`config.mk`:
```
export PLATFORM = sky130hd
export DESIGN_NAME = imm_ext_stage
export DESIGN_NICKNAME = d
export VERILOG_FILES = /design/src/rtl/imm_ext_stage.sv
export SDC_FILE = /design/constraint.sdc
export NUM_CORES = 1
export LEC_CHECK = 0
export CORE_ASPECT_RATIO = 2
export CORE_MARGIN = 10
export CORE_UTILIZATION = 51
export CTS_CLUSTER_DIAMETER = 30
export CTS_CLUSTER_SIZE = 10
export DETAILED_ROUTE_END_ITERATION = 16
export PLACE_DENSITY = 0.95
export REMOVE_ABC_BUFFERS = 1
export SLEW_MARGIN = 15
export SYNTH_ARGS = -nofsm -noshare
export SYNTH_HDL_FRONTEND = slang
export SYNTH_SLANG_ARGS = --single-unit
```
`constraint.sdc`:
```
create_clock -name clk -period 4.51 [get_ports clk]
set_input_delay 0.902 -clock clk [delete_from_list [all_inputs] [get_ports clk]]
set_output_delay 0.902 -clock clk [all_outputs]
set_load 0.005 [all_outputs]
```
`src/rtl/imm_ext_stage.sv`:
```
`default_nettype none
// ============================================================================
//  Module   : imm_ext_stage
//  Purpose  : Registered MIPS immediate-extension stage with a 2-entry skid
//             FIFO between decode and execute. Optional macro IMM_LUI_EN
//             enables the LUI (UPPER, mode 5) decode.
//  Revision : 1.0 - initial release
// ============================================================================
module imm_ext_stage #(
    parameter int DATA_W = 32,
    parameter int TAG_W  = 8
) (
    input  logic              clk,
    input  logic              rst,
    input  logic              flush,
    input  logic              in_valid,
    output logic              in_ready,
    input  logic [31:0]       in_instr,
    input  logic [TAG_W-1:0]  in_tag,
    output logic              out_valid,
    input  logic              out_ready,
    output logic [DATA_W-1:0] out_data,
    output logic [2:0]        out_mode,
    output logic [TAG_W-1:0]  out_tag
);

    localparam logic [2:0] c_MODE_NONE     = 3'd0;
    localparam logic [2:0] c_MODE_ZERO     = 3'd0;
    localparam logic [2:0] c_MODE_SIGN     = 3'd1;
    localparam logic [2:0] c_MODE_UNSIGNED = 3'd2;
    localparam logic [2:0] c_MODE_SHAMT    = 3'd3;
    localparam logic [2:0] c_MODE_BRANCH   = 3'd4;
`ifdef IMM_LUI_EN
    localparam logic [2:0] c_MODE_UPPER    = 3'd5;
`endif

    logic [5:0]        w_op;
    logic [5:0]        w_funct;
    logic [15:0]       w_imm;
    logic [4:0]        w_shamt;
    logic [DATA_W-1:0] w_sext;
    logic [DATA_W-1:0] w_zext;
`ifdef IMM_LUI_EN
    logic [DATA_W-1:0] w_upper;
`endif
    logic [DATA_W-1:0] w_data;
    logic [2:0]        w_mode;
    logic              w_unused;

    assign w_op     = in_instr[31:26];
    assign w_funct  = in_instr[5:0];
    assign w_imm    = in_instr[15:0];
    assign w_shamt  = in_instr[10:6];
    assign w_sext   = DATA_W'($signed(w_imm));
    assign w_zext   = DATA_W'(w_imm);
`ifdef IMM_LUI_EN
    assign w_upper  = DATA_W'($signed({w_imm, 16'h0000}));
`endif
    // rs/rt fields carry no immediate information
    assign w_unused = ^in_instr[25:16];

    always_comb begin
        w_data = '0;
        w_mode = c_MODE_NONE;
        if (w_op == 6'h01) begin
            w_data = '0;
            w_mode = c_MODE_ZERO;
        end else if (w_op == 6'h00 &&
                     (w_funct == 6'h00 || w_funct == 6'h02 || w_funct == 6'h03)) begin
            w_data = DATA_W'(w_shamt);
            w_mode = c_MODE_SHAMT;
        end else begin
            case (w_op)
                6'h04, 6'h05, 6'h06, 6'h07: begin
                    w_data = w_sext << 2;
                    w_mode = c_MODE_BRANCH;
                end
                6'h08, 6'h09, 6'h0a, 6'h0b, 6'h20, 6'h21,
                6'h23, 6'h24, 6'h25, 6'h28, 6'h29, 6'h2b: begin
                    w_data = w_sext;
                    w_mode = c_MODE_SIGN;
                end
                6'h0c, 6'h0d, 6'h0e: begin
                    w_data = w_zext;
                    w_mode = c_MODE_UNSIGNED;
                end
`ifdef IMM_LUI_EN
                6'h0f: begin
                    w_data = w_upper;
                    w_mode = c_MODE_UPPER;
                end
`endif
                default: begin
                    w_data = '0;
                    w_mode = c_MODE_NONE;
                end
            endcase
        end
    end

    // Two-slot circular buffer; pointers wrap naturally at one bit
    logic [DATA_W-1:0] r_data [2];
    logic [2:0]        r_mode [2];
    logic [TAG_W-1:0]  r_tag  [2];
    logic              r_rd;
    logic              r_wr;
    logic [1:0]        r_count;
    logic              w_push;
    logic              w_pop;

    assign in_ready  = (r_count != 2'd2);
    assign out_valid = (r_count != 2'd0);
    assign w_push    = in_valid & in_ready & ~flush;
    assign w_pop     = out_valid & out_ready & ~flush;
    assign out_data  = r_data[r_rd];
    assign out_mode  = r_mode[r_rd];
    assign out_tag   = r_tag[r_rd];

    always_ff @(posedge clk) begin
        if (rst) begin
            r_rd    <= 1'b0;
            r_wr    <= 1'b0;
            r_count <= 2'd0;
            for (int i = 0; i < 2; i++) begin
                r_data[i] <= '0;
                r_mode[i] <= '0;
                r_tag[i]  <= '0;
            end
        end else if (flush) begin
            r_rd    <= 1'b0;
            r_wr    <= 1'b0;
            r_count <= 2'd0;
        end else begin
            if (w_push) begin
                r_data[r_wr] <= w_data;
                r_mode[r_wr] <= w_mode;
                r_tag[r_wr]  <= in_tag;
                r_wr         <= ~r_wr;
            end
            if (w_pop) begin
                r_rd <= ~r_rd;
            end
            case ({w_push, w_pop})
                2'b10:   r_count <= r_count + 2'd1;
                2'b01:   r_count <= r_count - 2'd1;
                default: r_count <= r_count;
            endcase
        end
    end

endmodule
`default_nettype wire
```
[Word level (Yosys, flattened, before mapping)]
Memory sizes are Yosys's and may differ from the RTL's. A register that Yosys moved wholly into a read port is not among the register bits.
Cells that the tools add are included.
Storage, ports and cells
  register bits after elaboration: 4
  bits in writable memories: 86
  input port bits: 45
  output and inout bits: 45
  memories kept: 3
Cells by class
  add/sub/neg operators: 2
  equal/unequal tests: 25
  multiplexer cells: 28
  bitwise gates (word level): 7
  reduce and logical (&&, ||, !) cells: 14
Memory list
  r_data: depth 2, width 32, rd ports 1, clocked after memory_dff 1, wr ports 2, RTL line 102  | logic [DATA_W-1:0] r_data [2];
  r_tag: depth 2, width 8, rd ports 1, clocked after memory_dff 1, wr ports 2, RTL line 104  | logic [TAG_W-1:0] r_tag [2];
  r_mode: depth 2, width 3, rd ports 1, clocked after memory_dff 1, wr ports 2, RTL line 103  | logic [2:0] r_mode [2];
Operator list (number)
  $mux W32: 3
  $pmux W32 S3: 1
  $eq A6 B6 Y1 const B: 8
  $eq A6 B4 Y1 const B: 7
  $reduce_or A32 Y1: 1
  $eq A6 B3 Y1 const B: 4
  $mux W1: 18
  $eq A6 B2 Y1 const B: 2
  $logic_not A6 Y1: 2
  $reduce_or A12 Y1: 1
  $mux W3: 3
  $pmux W3 S3: 1
  $mux W8: 1
  $reduce_or A8 Y1: 1
  $eq A6 B1 Y1 const B: 1
  $reduce_or A3 Y1: 2
  $and A1 B1 Y1: 4
  $pmux W2 S2: 1
  $reduce_bool A2 Y1: 2
  $reduce_or A4 Y1: 1
  $not A1 Y1: 3
  $add A2 B1 Y2 const B: 1
  $eq A2 B1 Y1 const B: 1
  $eq A2 B2 Y1 const B: 1
  5 further kinds: 6

[Longest topological paths before layout]
Gate-level depths: netlist (run 1).
  word-level depth: 9
  mapped depth: 8

[Worst setup path before layout (run 1)]
OpenSTA, ideal clock, no wires.
  path kind: input port to flip-flop
  from: input flush
  to: memory r_data[0][0], enable pin
  arrival time: 2.796 ns
  data required time: 4.089 ns
  path slack: 1.293 ns
  stages on the path: 3
  cells stage by stage: clkbuf_1 -> or2_2 -> o21bai_1
RTL lines
  start, declared: RTL line 15  | input logic flush,
  end, declared: RTL line 102

==> results.py, run 1 <==
metrics = {
    "place": {
        "preCtsSetupSlack_ns": 1.19,
        "place.gp.congestion": 0.884,
        "dpl_cell_area_sq_um": 3900,
        "place_hpwl_um": 5530,
        "portBuffers": 79,
    },
    "drt": {
        "ant_nets": 0,
        "first_pass_iters": 4,
        "drc_errors": 0,
        "num_vias": 2262,
        "drtIter0Drc": 118,
        "via_per_inst": 5.77,
        "wl_per_cell_um": 19.0,
        "wl_um": 7460,
    },
    "timing": {
        "fmaxAchievable_mhz": 326,
        "post-route-period-util_pct": 68.1,
        "rsz0062_at_grt": "false",
        "setup_viol": 0,
        "period_needed_ns": 3.07,
        "skew_ns": 0.00359,
        "maxSlewHeadroom_pct": 31.5,
        "finalWorstSetupSlack_ns": 1.44,
        "hold_viol": 0,
        "finalMaxSlewViolations": 0,
        "setup_tns_ns": 0,
        "worst_pin_slew_ns": 1.02,
    },
    "critical_path": {
        "critPathRequiredTime_ns": 4.66,
        "crit_path_max_fanout": 16,
        "end_kind": "flop",
        "crit_path_start_kind": "primary input",
        "cp_cell_sequence": "clkdlybuf4s50_1 > mux2_4 > a2111oi_4 > a221oi_1 > nor3_1",
        "critPathSlowestCell": "a2111oi_4",
        "max_stage_delay_ns": 0.84,
        "critPathTopFamily": "compound AO/OA/AOI/OAI gates",
        "critPathKind": "in2reg",
        "path_buf_inv": 1,
        "worst_ep_arrival_time_ns": 3.22,
    },
    "floorplan": {
        "core_sq_um": 6010,
        "die_w_um": 75.6,
        "initial_core_util_pct": 52.4,
        "rows": 40,
        "die-area_sq_um": 9910,
        "die_h_um": 131,
        "ios": 90,
    },
    "synth": {
        "synth_area_per_cell_sq_um": 12.4,
        "async_reset_ff_share_pct": 0,
        "ys_seq_area_share_pct": 58.5,
        "yosysUniqueCellTypes": 38,
        "syn_inst": 254,
        "synth_top_area_share_pct": 55.3,
        "syn_area_sq_um": 3150,
        "synth_edf_count": 58,
        "synth-seq-cells": 63,
        "synthFlopType": "edfxtp_1",
        "yosys_warnings": 0,
        "yosysTopAreaCell": "edfxtp_1",
        "synthTopCellsByArea": "edfxtp_1, mux2_2, nor2_1, and2_1, buf_4",
    },
    "cts": {
        "cts_tree": "yes",
        "cts_setup_buffers": 0,
        "cts_resized": 0,
        "clock-root-buffer": "clkbuf_16",
        "cts_made_buffers": 9,
        "cts.sinks": 63,
        "insertion_delay_ns": 0.32,
        "clock_path_buffers": 2,
        "htreeDepth": 3,
        "postCtsHoldBufs": 0,
        "clkTransAtPathRegs_ns": 0.05,
    },
    "global_route": {
        "grt_pass1_vias": 2362,
        "grt_usage_pct": 15.8,
        "grt_overflow_total": 0,
        "grt_max_degree": 24,
        "antenna_found_initial": 0,
        "grt_pass1_wl_um": 11800,
    },
    "cells_and_area": {
        "drive_gt1_share_pct": 16.7,
        "insertedDiodeCount": 0,
        "post-route-util_pct": 69.8,
        "stdcell_area_sq_um": 4190,
        "area_growth_pct": 33.2,
        "nets": 370,
        "num-fill-cells": 413,
    },
    "power": {
        "p_per_area_nw_per_um2": 364,
        "p_leak_nw": 1.46,
        "vdd_ir_drop_max_uv": 234,
    },
    "hold_path": {
        "min_path_type": "reg2reg",
    },
    "outcome": {
        "status": "complete, no violations",
    },
    "job": {
        "cap_viol_max_count": 0,
    },
}
## flip-flops by register name, indices dropped and copies added, names as in the netlist, named ones only
| register | cells |
|---|---|
| r_data | 36 |
| r_mode | 6 |
| r_wr | 1 |
| r_count | 2 |
| r_tag | 16 |
| r_rd | 1 |
## final timing paths
kind,start,endpoint,slack (ns),cells after the start
setup / recovery,in_instr[26],r_data[1][2],1.44,5
hold / removal,r_rd,r_rd,0.55,2
hold reg to reg,r_rd,r_rd,0.55,2
setup reg to reg,r_count[0],r_data[0][0],2.38,5
## tightest hold or removal path, cell delays in order, from the launching register on
cell and delay [ns]:
dfxtp_1 0.32, xor2_1 0.08, nor3_1 0.11
## per-stage QoR
stage          hold slack, ns  cells  power, mW
2_1_floorplan           0.520    228      0.754
3_3_place_gp            0.537    376      0.865
3_5_place_dp            0.542    376      0.872
4_1_cts                 0.557    392       1.53
5_1_grt                 0.579    392       1.57
6_report                0.551    392       1.52
## kinds of logic after synthesis
logic type	after synthesis	share of synthesized area, %
DFF	63	58.5
AOI/OAI and AO/OA	28	7.04
muxes	30	10.9
buffers and inverters	27	5.40
xor gates and xnor gates	5	1.39
and+or+nand+nor	100	16.4
adders and majority gates	1	0.397
## layout make-up
cell class | count | area [sq um] | area share (%)
flip-flops and latches | 63 | 1840 | 43.9
multi-input cells | 164 | 1140 | 27.2
repair buffers | 85 | 836 | 19.9
clock buffers | 13 | 250 | 5.97
well taps | 63 | 78.8 | 1.88
clock inverters | 3 | 42.5 | 1.01
inverters | 1 | 3.75 | 0.0895
## synthesized netlist by cell type, types with 3 or more instances
| master | number |
|---|---|
| a221oi_1 | 3 |
| a32oi_1 | 3 |
| nand4_1 | 3 |
| dfxtp_1 | 5 |
| and2_1 | 19 |
| edfxtp_1 | 58 |
| mux2_2 | 29 |
| buf_4 | 14 |
| xnor2_1 | 3 |
| nand2_1 | 5 |
| clkbuf_1 | 8 |
| nor3_1 | 16 |
| a21oi_1 | 5 |
| a22oi_1 | 11 |
| nand2b_1 | 3 |
| nor2_1 | 38 |
## where the power goes
group / internal, mW / switching (mW) / total, mW
Clock: 0.441 / 0.222 / 0.664
Sequential: 0.669 / 0.00839 / 0.678
Combinational: 0.103 / 0.0803 / 0.184
## routing by layer
layer  track usage [%]  vias to the layer above  share of wire [%]
met4              9.25                        0                3.5
met3              4.45                       19                6.3
li1                  -                     1067                  -
met2              29.2                      110                 59
met5                 0                        -                  0
met1              13.8                     1066                 32
## placed cells by master, fill, tap and decap left out, drive strengths merged, types with 2 or more instances in the layout
cell type / instances
and2: 19
buf: 6
a22oi: 11
a32oi: 3
xor2: 2
nand4: 3
or2: 2
nor2b: 2
nor3: 17
a21o: 2
dfxtp: 5
nand3: 2
nand2: 5
xnor2: 3
nor2: 38
nor4: 2
a221oi: 3
clkdlybuf4s50: 79
or3: 2
nand2b: 3
clkbuf: 13
a21oi: 5
edfxtp: 58
mux2: 30
and3: 2
(Power assumes the default switching activity.)
==> inputs of run 2 (changes only) <==
--- a/config.mk
+++ b/config.mk
@@ -7,11 +7,11 @@
 export LEC_CHECK = 0
 export CORE_ASPECT_RATIO = 2
 export CORE_MARGIN = 10
-export CORE_UTILIZATION = 51
+export CORE_UTILIZATION = 48
 export CTS_CLUSTER_DIAMETER = 30
 export CTS_CLUSTER_SIZE = 10
 export DETAILED_ROUTE_END_ITERATION = 16
-export PLACE_DENSITY = 0.95
+export PLACE_DENSITY = 0.91
 export REMOVE_ABC_BUFFERS = 1
 export SLEW_MARGIN = 15
 export SYNTH_ARGS = -nofsm -noshare
==> constraint.sdc (replaced) <==
create_clock -name clk -period 3 [get_ports clk]
set_input_delay 0.6 -clock clk [delete_from_list [all_inputs] [get_ports clk]]
set_output_delay 0.6 -clock clk [all_outputs]
set_load 0.005 [all_outputs]
==> results.py, run 2 (synthesis gave the netlist of run 1 again) <==
metrics = {
    "outcome": {
        "status": "complete, no violations",
    },
    "critical_path": {
        "crit_path_start_kind": "flop",
        "cp_cell_sequence": "buf_12 > mux2_2 > clkdlybuf4s50_1",
        "worst_ep_arrival_time_ns": 2.10,
        "critPathKind": "reg2out",
        "worst-r2r-setup-slack_ns": 1.13,
        "max_stage_delay_ns": 0.69,
        "crit_path_end": "out_data[15]",
        "critPathRequiredTime_ns": 2.40,
        "critPathSlowestCell": "dfxtp_1",
        "regToRegStartpoint": "r_count[0]",
        "end_kind": "output pin",
        "crit_path_max_fanout": 19,
        "reg2reg_to": "r_data[0][0]",
        "reg2reg_depth": 5,
    },
    "cells_and_area": {
        "area_growth_pct": 36.0,
        "post-route-util_pct": 67.3,
        "drive_gt1_share_pct": 18.8,
        "layout_commonest_cell": "clkdlybuf4s50_1",
        "top_register": "r_data",
        "num-fill-cells": 499,
        "stdcell_area_sq_um": 4280,
        "insertedDiodeCount": 0,
        "layout_common_cells": "clkdlybuf4s50_1, edfxtp_1, nor2_1",
        "largestRegisters": "r_data (36), r_tag (16), r_mode (6)",
        "nets": 377,
        "largest_reg_flops": 36,
    },
    "timing": {
        "setup_viol": 0,
        "worst_pin_slew_ns": 0.595,
        "setup_tns_ns": 0,
        "fmaxAchievable_mhz": 371,
        "maxSlewHeadroom_pct": 60.3,
        "finalWorstSetupSlack_ns": 0.301,
        "rsz0062_at_grt": "false",
        "post-route-period-util_pct": 90.0,
        "hold_viol": 0,
        "skew_ns": 0.00581,
        "period_needed_ns": 2.70,
        "finalMaxSlewViolations": 0,
    },
    "place": {
        "preCtsSetupSlack_ns": 0.351,
        "place.gp.congestion": 0.844,
        "place_hpwl_um": 5810,
        "portBuffers": 79,
        "dpl_cell_area_sq_um": 3990,
    },
    "global_route": {
        "grt_usage_pct": 15.0,
        "grt_max_degree": 22,
        "grt_overflow_total": 0,
        "antenna_found_initial": 0,
        "grt_pass1_wl_um": 12200,
        "grt_pass1_vias": 2461,
    },
    "drt": {
        "wl_per_cell_um": 18.3,
        "ant_nets": 0,
        "drtIter0Drc": 114,
        "drc_errors": 0,
        "num_vias": 2282,
        "via_per_inst": 5.41,
        "wl_um": 7730,
        "first_pass_iters": 4,
    },
    "floorplan": {
        "die_w_um": 77.3,
        "die_h_um": 135,
        "rows": 41,
        "core_sq_um": 6360,
        "ios": 90,
        "initial_core_util_pct": 49.5,
        "die-area_sq_um": 10400,
    },
    "power": {
        "clkPwrFrac_pct": 43.1,
        "power_frac_seq_pct": 44.5,
        "p_leak_nw": 1.50,
        "p_sw_share_pct": 21.4,
        "pwr-share-comb_pct": 12.4,
        "power.switching_uw": 492,
        "p_per_area_nw_per_um2": 535,
        "p_total_mw": 2.29,
        "vdd_ir_drop_max_uv": 560,
        "p_int_mw": 1.80,
    },
    "cts": {
        "cts.sinks": 63,
        "clock-root-buffer": "clkbuf_16",
        "htreeDepth": 3,
        "postCtsHoldBufs": 0,
        "cts_tree": "yes",
        "cts_setup_buffers": 0,
        "insertion_delay_ns": 0.33,
        "cts_made_buffers": 9,
        "clock_path_buffers": 2,
        "cts_resized": 0,
        "clkTransAtPathRegs_ns": 0.05,
    },
    "hold_path": {
        "min_path_type": "reg2reg",
    },
    "job": {
        "cap_viol_max_count": 0,
    },
}
[run 2: cell count changes in the layout (fill, tap and decap cells not counted)]
cell,before,now
clkinv_1,0,2
buf_12,0,1
clkinv_4,0,1
clkinv_2,1,2
clkbuf_1,3,0
clkbuf_8,1,0
buf_4,6,12
[run 2: worst max-delay path: cells and delay by family (launching register included)]
family | cells | cell delay (ns)
mux | 1 | 0.37
buf+inv | 2 | 0.70
flops | 1 | 0.69
[run 2: worst min path at each step]
stage,from,slack (ns),depth (start not counted),to
after floorplan,r_rd,0.52,2,flop
after global placement,r_rd,0.54,2,r_rd
after detailed placement,r_rd,0.55,2,flop
after CTS,r_rd,0.56,2,r_rd
after global routing,r_rd,0.59,2,r_rd
final,r_rd,0.56,2,r_rd
[run 2: layout make-up]
cell class / instances / area [sq um] / share of cell area, %
timing repair buffer: 92 / 901 / 21.0
multi-input combinational: 164 / 1140 / 26.6
tap: 86 / 108 / 2.51
clock inverter: 7 / 63.8 / 1.49
inverter: 1 / 3.75 / 0.0876
clock buffer: 9 / 225 / 5.26
sequential: 63 / 1840 / 43.0
[run 2: stage by stage]
step / cells / hold WS, ns
6_report: 422 / 0.563
5_1_grt: 422 / 0.591
4_1_cts: 422 / 0.562
3_5_place_dp: 406 / 0.545
3_3_place_gp: 406 / 0.536
2_1_floorplan: 228 / 0.520
[run 2: per-layer routing]
layer	up-vias	global-route usage, %	wire [um]
met5	-	0	0
met4	0	8.57	208
met3	13	3.79	393
met2	98	28.9	4470
met1	1089	13.4	2660
li1	1082	-	-
[run 2: power groups by stage]
stage	Combinational, mW	Clock, mW	Sequential [mW]
2_1_floorplan	0.101	0	1.03
4_1_cts	0.288	1.00	1.02
3_3_place_gp	0.277	0	1.03
3_5_place_dp	0.286	0	1.04
5_1_grt	0.305	1.03	1.02
6_report	0.285	0.988	1.02
==> inputs of run 3 (changes only) <==
--- a/config.mk
+++ b/config.mk
@@ -7,11 +7,11 @@
 export LEC_CHECK = 0
 export CORE_ASPECT_RATIO = 2
 export CORE_MARGIN = 10
-export CORE_UTILIZATION = 48
+export CORE_UTILIZATION = 43
 export CTS_CLUSTER_DIAMETER = 30
 export CTS_CLUSTER_SIZE = 10
 export DETAILED_ROUTE_END_ITERATION = 16
-export PLACE_DENSITY = 0.91
+export PLACE_DENSITY = 0.87
 export REMOVE_ABC_BUFFERS = 1
 export SLEW_MARGIN = 15
 export SYNTH_ARGS = -nofsm -noshare
==> constraint.sdc (replaced) <==
create_clock -name clk -period 2.3 [get_ports clk]
set_input_delay 0.46 -clock clk [delete_from_list [all_inputs] [get_ports clk]]
set_output_delay 0.46 -clock clk [all_outputs]
set_load 0.005 [all_outputs]
==> results.py, run 3 (synthesis gave the netlist of run 1 again) <==
metrics = {
    "timing": {
        "hold_ws_ns": 0.560,
        "fmaxAchievable_mhz": 447,
        "post-route-period-util_pct": 97.3,
        "finalWorstSetupSlack_ns": 0.0628,
        "worst_pin_slew_ns": 0.400,
        "period_needed_ns": 2.24,
        "skew_ns": 0.00530,
        "rsz0062_at_grt": "false",
        "setup_viol": 0,
        "hold_viol": 0,
        "maxSlewHeadroom_pct": 73.2,
        "finalMaxSlewViolations": 0,
    },
    "critical_path": {
        "crit_path_max_fanout": 20,
        "worst_ep_arrival_time_ns": 1.78,
        "max_stage_delay_ns": 0.45,
        "end_kind": "output pin",
        "critPathTopFamily": "buffers and inverters",
        "critPathSlowestCell": "clkdlybuf4s50_1",
        "cp_cell_sequence": "buf_12 > mux2_2 > clkdlybuf4s50_1",
        "critPathKind": "reg2out",
        "path_buf_inv": 2,
        "critPathRequiredTime_ns": 1.84,
        "crit_path_start_kind": "flop",
        "worst-r2r-setup-slack_ns": 0.44,
    },
    "floorplan": {
        "die_h_um": 141,
        "rows": 44,
        "ios": 90,
        "die_w_um": 80.5,
        "initial_core_util_pct": 43.7,
        "core_sq_um": 7210,
        "die-area_sq_um": 11400,
    },
    "drt": {
        "wl_um": 7600,
        "wl_per_cell_um": 17.4,
        "first_pass_iters": 4,
        "num_vias": 2284,
        "ant_nets": 0,
        "via_per_inst": 5.24,
        "drtIter0Drc": 86,
        "drc_errors": 0,
    },
    "global_route": {
        "grt_pass1_vias": 2490,
        "grt_usage_pct": 13.6,
        "antenna_found_initial": 0,
        "grt_max_degree": 30,
        "grt_pass1_wl_um": 12100,
        "grt_overflow_total": 0,
    },
    "outcome": {
        "status": "complete, no violations",
    },
    "cells_and_area": {
        "fin_cells": 436,
        "area_growth_pct": 38.9,
        "insertedDiodeCount": 0,
        "drive_gt1_share_pct": 20.3,
        "largest_reg_flops": 36,
        "stdcell_area_sq_um": 4370,
        "nets": 386,
        "layout_commonest_cell": "clkdlybuf4s50_1",
        "top_register": "r_data",
        "largestRegisters": "r_data (36), r_tag (16), r_mode (6)",
        "layout_common_cells": "clkdlybuf4s50_1, edfxtp_1, nor2_1",
    },
    "power": {
        "p_sw_share_pct": 20.6,
        "pwr-share-comb_pct": 13.0,
        "power_frac_seq_pct": 44.8,
        "p_int_mw": 2.36,
        "p_per_area_nw_per_um2": 679,
        "clkPwrFrac_pct": 42.3,
        "power.switching_uw": 611,
        "vdd_ir_drop_max_uv": 410,
        "p_leak_nw": 1.55,
    },
    "cts": {
        "clkTransAtPathRegs_ns": 0.05,
        "htreeDepth": 3,
        "cts_resized": 0,
        "insertion_delay_ns": 0.32,
        "cts_setup_buffers": 0,
        "cts.sinks": 63,
        "clock-root-buffer": "clkbuf_16",
        "postCtsHoldBufs": 0,
        "cts_tree": "yes",
        "cts_made_buffers": 9,
        "clock_path_buffers": 2,
    },
    "job": {
        "cap_viol_max_count": 0,
    },
    "place": {
        "place_hpwl_um": 5890,
        "place.gp.congestion": 0.891,
        "dp.cells": 421,
        "preCtsSetupSlack_ns": -0.125,
        "dpl_cell_area_sq_um": 4090,
        "portBuffers": 79,
    },
    "hold_path": {
        "min_path_type": "reg2reg",
    },
}
run 3: final cells by class:
cell class | instances | area [sq um]
Fill cell | 582 | 2840
Sequential cell | 63 | 1840
Multi-Input combinational cell | 164 | 1140
Timing Repair Buffer | 101 | 993
Clock buffer | 10 | 229
Tap cell | 92 | 115
Clock inverter | 5 | 50.0
Inverter | 1 | 3.75
run 3: power groups by stage:
stage          registers [mW]  logic [mW]  clock network, mW
6_report                 1.33       0.385               1.25
5_1_grt                  1.33       0.413               1.32
4_1_cts                  1.33       0.390               1.27
3_5_place_dp             1.35       0.388                  0
3_3_place_gp             1.34       0.380                  0
2_1_floorplan            1.35       0.132                  0
run 3: final timing paths:
check | start | endpoint | cells past startpoint
worst max-delay path | flop | out_data[2] | 3
worst min-delay path | r_rd | r_rd | 2
worst max register to register | r_count[0] | r_count[1] | 7
worst min register to register | r_rd | r_rd | 2
run 3: metal layers:
| metal | vias up | GRT usage [%] | share of wire (%) |
|---|---|---|---|
| met2 | 68 | 26.1 | 59 |
| met5 | - | 0 | 0 |
| met4 | 0 | 6.25 | 1.8 |
| met1 | 1103 | 12.9 | 35 |
| li1 | 1102 | - | - |
| met3 | 11 | 2.93 | 4.0 |
run 3: stage by stage:
stage               total power, mW  TNS (ns)  util [%]
floorplan                      1.48    -13.64         -
detailed placement             1.74    -0.870      56.8
global route                   3.07         0      60.6
CTS                            2.99         0      60.6
finish                         2.97         0      60.6
global placement               1.72  -0.00613      56.8
run 3: worst register-to-register path, delay by kind of cell (launching register included):
kind / cells / cell delay (ns)
simple gates: 5 / 0.90
fa+ha+maj: 1 / 0.34
xor+xnor: 1 / 0.14
flops: 1 / 0.39
